### config.mk
export PLATFORM = sky130hd
export DESIGN_NAME = image_rom_arbiter
export DESIGN_NICKNAME = d
export VERILOG_FILES = /design/src/rtl/vga_rom_pkg.sv /design/src/rtl/rom_tag_pipe.sv /design/src/rtl/image_rom_arbiter.sv
export SDC_FILE = /design/constraint.sdc
export NUM_CORES = 1
export LEC_CHECK = 0
export CORE_UTILIZATION = 40
export CTS_BUF_LIST = sky130_fd_sc_hd__clkbuf_8
export CTS_CLUSTER_SIZE = 16
export DETAILED_ROUTE_END_ITERATION = 7
export PLACE_DENSITY = 0.86
export SLEW_MARGIN = 10
export SYNTH_ARGS = -nofsm -noshare
export SYNTH_HDL_FRONTEND = slang
export SYNTH_HIERARCHICAL = 1
export SYNTH_SLANG_ARGS = --single-unit
### constraint.sdc
create_clock -name clk -period 3.9 [get_ports clk]
set_input_delay 0.78 -clock clk [delete_from_list [all_inputs] [get_ports clk]]
set_output_delay 0.78 -clock clk [all_outputs]
set_load 0.01 [all_outputs]
### src/rtl/vga_rom_pkg.sv
// Shared constants and types for the image ROM read-port arbiter.
// The 1-bit port id is carried through the tag pipeline alongside a valid bit.
package vga_rom_pkg;

    localparam int ROM_ADDR_W = 19;
    localparam int ROM_DATA_W = 12;

    localparam logic PORT_BG  = 1'b0;
    localparam logic PORT_OVL = 1'b1;

    typedef struct packed {
        logic valid;
        logic id;
    } rom_tag_t;

endpackage

### src/rtl/rom_tag_pipe.sv
// Fixed-depth shift register of {valid, id} tags with synchronous clear.
// Clearing drops every in-flight tag and also discards the tag presented this cycle.
module rom_tag_pipe
    import vga_rom_pkg::*;
#(
    parameter int DEPTH = 2
) (
    input  logic     clk_i,
    input  logic     clr_i,
    input  rom_tag_t tag_i,
    output rom_tag_t tag_o
);

    rom_tag_t stage_q [DEPTH];

    always_ff @(posedge clk_i) begin
        if (clr_i) begin
            for (int i = 0; i < DEPTH; i++) begin
                stage_q[i] <= '0;
            end
        end else begin
            stage_q[0] <= tag_i;
            for (int i = 1; i < DEPTH; i++) begin
                stage_q[i] <= stage_q[i-1];
            end
        end
    end

    assign tag_o = stage_q[DEPTH-1];

endmodule

### src/rtl/image_rom_arbiter.sv
// Shares one registered-output image ROM read port between the VGA background
// fetch (port 0, priority) and overlay logic (port 1, with a starvation guard).
module image_rom_arbiter
    import vga_rom_pkg::*;
#(
    parameter int ADDR_WIDTH   = ROM_ADDR_W,
    parameter int DATA_WIDTH   = ROM_DATA_W,
    parameter int ROM_LATENCY  = 1,
    parameter int STARVE_LIMIT = 8
) (
    input  logic                  clk,
    input  logic                  rst,
    input  logic                  req0_valid,
    input  logic [ADDR_WIDTH-1:0] req0_addr,
    output logic                  req0_ready,
    output logic                  rsp0_valid,
    output logic [DATA_WIDTH-1:0] rsp0_data,
    input  logic                  req1_valid,
    input  logic [ADDR_WIDTH-1:0] req1_addr,
    output logic                  req1_ready,
    output logic                  rsp1_valid,
    output logic [DATA_WIDTH-1:0] rsp1_data,
    output logic [ADDR_WIDTH-1:0] rom_addr,
    input  logic [DATA_WIDTH-1:0] rom_dout
);

    localparam logic [7:0] STARVE_MAX = 8'(STARVE_LIMIT);
    localparam int         TAG_DEPTH  = ROM_LATENCY + 1;

    logic [7:0]            starve_q;
    logic [7:0]            starve_d;
    logic [ADDR_WIDTH-1:0] rom_addr_q;
    logic [ADDR_WIDTH-1:0] rom_addr_d;
    logic                  force_ovl;
    logic                  grant0;
    logic                  grant1;
    rom_tag_t              tag_in;
    rom_tag_t              tag_out;

    // Port 1 wins only when forced or when port 0 is idle.
    always_comb begin
        force_ovl = (starve_q == STARVE_MAX) && req1_valid;
        grant1    = force_ovl || (!req0_valid && req1_valid);
        grant0    = req0_valid && !force_ovl;
    end

    assign req0_ready = grant0;
    assign req1_ready = grant1;

    always_comb begin
        starve_d = starve_q;
        if (!req1_valid || grant1) begin
            starve_d = 8'd0;
        end else if (starve_q != STARVE_MAX) begin
            starve_d = starve_q + 8'd1;
        end
    end

    always_comb begin
        rom_addr_d = rom_addr_q;
        if (grant0) begin
            rom_addr_d = req0_addr;
        end else if (grant1) begin
            rom_addr_d = req1_addr;
        end
    end

    always_ff @(posedge clk) begin
        if (rst) begin
            starve_q   <= 8'd0;
            rom_addr_q <= '0;
        end else begin
            starve_q   <= starve_d;
            rom_addr_q <= rom_addr_d;
        end
    end

    assign rom_addr = rom_addr_q;

    always_comb begin
        tag_in       = '0;
        tag_in.valid = grant0 || grant1;
        tag_in.id    = grant1 ? PORT_OVL : PORT_BG;
    end

    // One stage for the address register plus ROM_LATENCY for the BRAM itself.
    rom_tag_pipe #(
        .DEPTH(TAG_DEPTH)
    ) u_tag_pipe (
        .clk_i (clk),
        .clr_i (rst),
        .tag_i (tag_in),
        .tag_o (tag_out)
    );

    assign rsp0_valid = tag_out.valid && (tag_out.id == PORT_BG);
    assign rsp1_valid = tag_out.valid && (tag_out.id == PORT_OVL);
    assign rsp0_data  = rom_dout;
    assign rsp1_data  = rom_dout;

endmodule

==> impl_metrics.csv <==
group,metric,value,unit
finish,antenna_cells,0,
logic_synthesis,ys_dominant_reg_cell,"dfxtp_1",
floorplan,floorplan.initialDensity,0.414,
power,combinationalPowerShare,0.209,
setup_path,r2r.worst_path.cells,8,
logic_synthesis,synth_top_family_by_area,"simple AND/OR/NAND/NOR gates",
placed_design,globalplace.congestion,0.816,
timing,drv_slew,0,
setup_path,worstSetupStartpointType,"register",
floorplan,fp-row-count,23,
route,post_drt_wl_per_cell,13.1,um
clocking,cts_root_buffer,"clkbuf_8",
placed_design,place.detailed.instances,280,
power,clockPowerShare,0.317,
logic_synthesis,synth_fp_nets,257,
logic_synthesis,synth_cell_types,25,
setup_path,crit_path_max_fanout,21,
setup_path,cp-end-kind,"primary output",
logic_synthesis,synth.ff_latch_count,31,
finish,combined_area_of_the_multi_input_logic_cells,766,um2
clocking,cts_resized,0,
setup_path,timing.critical_path.from,"starve_q[0]",
timing,tightest_slew,0.881,ns
floorplan,die_width,66.4,um
setup_path,worstPathRequired,3.12,ns
setup_path,worstSetupPathType,"register to primary output",
setup_path,reg2reg_capture_point,"rom_addr[18]",
clocking,cts_inserted_buffers,5,
finish,nets,293,
clocking,post-cts-setup-buffers,0,
timing,hold_ws,0.440,ns
placed_design,placed_cell_areas,2120,um2
clocking,clk-insertion-delay-late,0.28,ns
clocking,htreeDepth,2,
logic_synthesis,synth_edf_count,0,
finish,sequential_cell_area,621,um2
logic_synthesis,synth_top_area_frac,0.375,
setup_path,regToRegSetupSlack,1.50,ns
clocking,sink_count_of_the_clock_tree,31,
timing,timing.setup.tns,0,ns
power,power_density_normalized_to_cell_area,329,nW/um2
clocking,cts.clk_slew.worst_paths,0.06,ns
power,sw_frac_of_total,0.248,
placed_design,post_placement_worst_setup_slack,0.483,ns
global_route,grt-ovfl-total,0,
clocking,cts_tree,"built",
route,route.vias.total,1427,
route,route.detailed.drc,0,
logic_synthesis,postSynthAreaPerCell,8.24,um2
timing,slew_headroom,0.411,
logic_synthesis,synth.top_cells.by_area,"dfxtp_1 (37%), buf_4 (12%), mux2i_1 (10%), nor2_1 (6.6%), a31oi_1 (6.4%)",
floorplan,floorplan.die_area,4400,um2
logic_synthesis,asyncSetResetFlopFracSynth,0,
job,max_cap_viol_count,0,
logic_synthesis,synth_adder_area_share,0.0151,
finish,layout.cell_area.non_filler,2200,um2
clocking,cts_hold_buf,0,
min_path,timing.hold.worst.class,"register to register",
logic_synthesis,post_syn_instances,201,
route,firstDrtPassIters,4,
setup_path,cp_cell_sequence,"inv_1, ha_1, or4b_1, or4b_4, a21o_1, clkinv_4, clkdlybuf4s50_1",
route,vias_per_cell,4.95,
placed_design,place.port_buffers,64,
power,seqPwrFrac,0.474,
timing,setup_viol,0,
power,internal_power,0.000545,W
power,p_leak,0.894,nW
power,power.ir.vdd_worst,0.141,mV
setup_path,critPathCapture,"req1_ready",
timing,max_clock_freq,270,MHz
logic_synthesis,largest_area_contributor_in_the_synthesized_netlist,"dfxtp_1",
global_route,first_global_vias,1352,
timing,report.final.hold_viol_count,0,
timing,setup_repair_after_global_routing_missed_its_margin,"no",
placed_design,dp_hpwl,2650,um
timing,setup_ws,0.193,ns
setup_path,arrival,2.93,ns
floorplan,core_area,4000,um2
route,drt.antenna.violating_nets,0,
global_route,grt_start_max_net_pins,25,
logic_synthesis,seq_area_frac_synth,0.375,
timing,fin_crit_sh,0.950,
power,switchingPower,0.000180,W
global_route,global_route.usage.total,0.174,
floorplan,die-height,66.4,um
logic_synthesis,synth-simple-area-share,0.176,
floorplan,boundaryPins,101,
timing,fin_skew,0.00581,ns
logic_synthesis,synth.area.mux_share,0.103,
finish,synthToLayoutAreaGrowth,33.1,%
logic_synthesis,mappedNetlistArea,1660,um2
route,detail_route.iter0.violations,47,
status,status,"completed",
global_route,grt_antenna_before_repair,0,
timing,fin_crit,3.71,ns
setup_path,critical_path.slowest_cell,"or4b_4",
logic_synthesis,area_share_of_xor_xnor_cells_in_the_synthesized_design,0.0317,
finish,layout.cells.non_filler,288,
clocking,cts_max_path_buffers,2,
logic_synthesis,yosys_warnings,6,
logic_synthesis,synth_area_in_compound_gates,0.137,
global_route,global_route_wire_length_before_repair,5760,um
setup_path,critical_path.reg2reg.startpoint,"starve_q[0]",
route,drt-total-wl,3780,um
setup_path,critical_path.max_stage_delay,0.68,ns
finish,nFillCells,378,
finish,layout-drive-gt1-share,0.0462,
-- area by class of cell --
| class | instances | share of cell area |
|---|---|---|
| clock inverter | 3 | 0.00568 |
| sequential | 31 | 0.281 |
| timing repair buffer | 66 | 0.295 |
| multi-input combinational | 128 | 0.347 |
| tap | 50 | 0.0284 |
| inverter | 5 | 0.0108 |
| clock buffer | 5 | 0.0312 |
-- cells in the final DEF, fill, tap and decap left out, drive strengths merged --
| cell type | n |
|---|---|
| clkdlybuf4s50 | 63 |
| inv | 6 |
| nand2 | 19 |
| or2 | 1 |
| mux2i | 17 |
| or4b | 2 |
| nor2b | 5 |
| and2 | 1 |
| a21o | 1 |
| dfxtp | 31 |
| buf | 3 |
| clkbuf | 5 |
| nand3 | 5 |
| o221a | 2 |
| xor2 | 5 |
| ha | 2 |
| and3 | 3 |
| a21oi | 17 |
| o21ai | 1 |
| xnor2 | 1 |
| a31oi | 17 |
| nor2 | 29 |
| clkinv | 2 |
-- critical path: cells and delay by family (launching register included) --
kind            cells  cell delay (ns)
compound gates      1             0.28
fa+ha+maj           1             0.13
buf+inv             3             0.78
flops               1             0.35
simple gates        2             1.11
-- power groups by stage --
stage	registers [W]	logic [W]	clock network, W
2_1_floorplan	0.000357	0.0000839	0
3_3_place_gp	0.000350	0.000149	0
3_5_place_dp	0.000351	0.000151	0
4_1_cts	0.000344	0.000152	0.000240
5_1_grt	0.000345	0.000165	0.000251
6_report	0.000344	0.000151	0.000229
-- synthesized netlist by cell type, types with 3 or more instances --
library cell  number
a21oi_1           17
a31oi_1           17
and3_1             3
buf_4             26
clkbuf_1           8
dfxtp_1           31
inv_1              4
mux2i_1           17
nand2_1           19
nand3_1            5
nor2_1            29
nor2b_1            5
xor2_1             5
-- state kept, by name (all words and copies together), names as in the netlist --
| register | cells |
|---|---|
| starve_q | 8 |
| rom_addr | 19 |
| u_tag_pipe/stage_q | 4 |
-- metal layers --
metal,share of wire,vias up,global-route usage
met5,0,-,0
met4,0.0045,0,0.0745
met3,0.061,4,0.0621
met2,0.52,40,0.314
met1,0.42,655,0.180
li1,-,728,-
-- worst min path at each step --
stage	cells past startpoint	start	endpoint
finish	1	u_tag_pipe/stage_q[0][0]	u_tag_pipe/stage_q[0][2]
global route	1	u_tag_pipe/stage_q[0][0]	u_tag_pipe/stage_q[0][2]
CTS	1	u_tag_pipe/stage_q[0][0]	u_tag_pipe/stage_q[0][2]
detailed placement	1	u_tag_pipe/stage_q[0][0]	u_tag_pipe/stage_q[0][2]
global placement	1	u_tag_pipe/stage_q[0][0]	u_tag_pipe/stage_q[0][2]
floorplan	1	u_tag_pipe/stage_q[0][0]	u_tag_pipe/stage_q[0][2]
-- metrics by stage --
step | total power [W] | util
2_1_floorplan | 0.000441 | -
3_3_place_gp | 0.000499 | 0.531
3_5_place_dp | 0.000502 | 0.531
4_1_cts | 0.000736 | 0.551
5_1_grt | 0.000762 | 0.551
6_report | 0.000725 | 0.551
-- logic make-up (layout without fill, tap and decap cells) --
group | count (synthesis) | in the layout
mux | 17 | 17
simple gates | 65 | 65
compound gates | 38 | 38
buf+inv | 42 | 79
xor+xnor | 6 | 6
flops | 31 | 31
fa+ha+maj | 2 | 2
(Power assumes the default switching activity.)
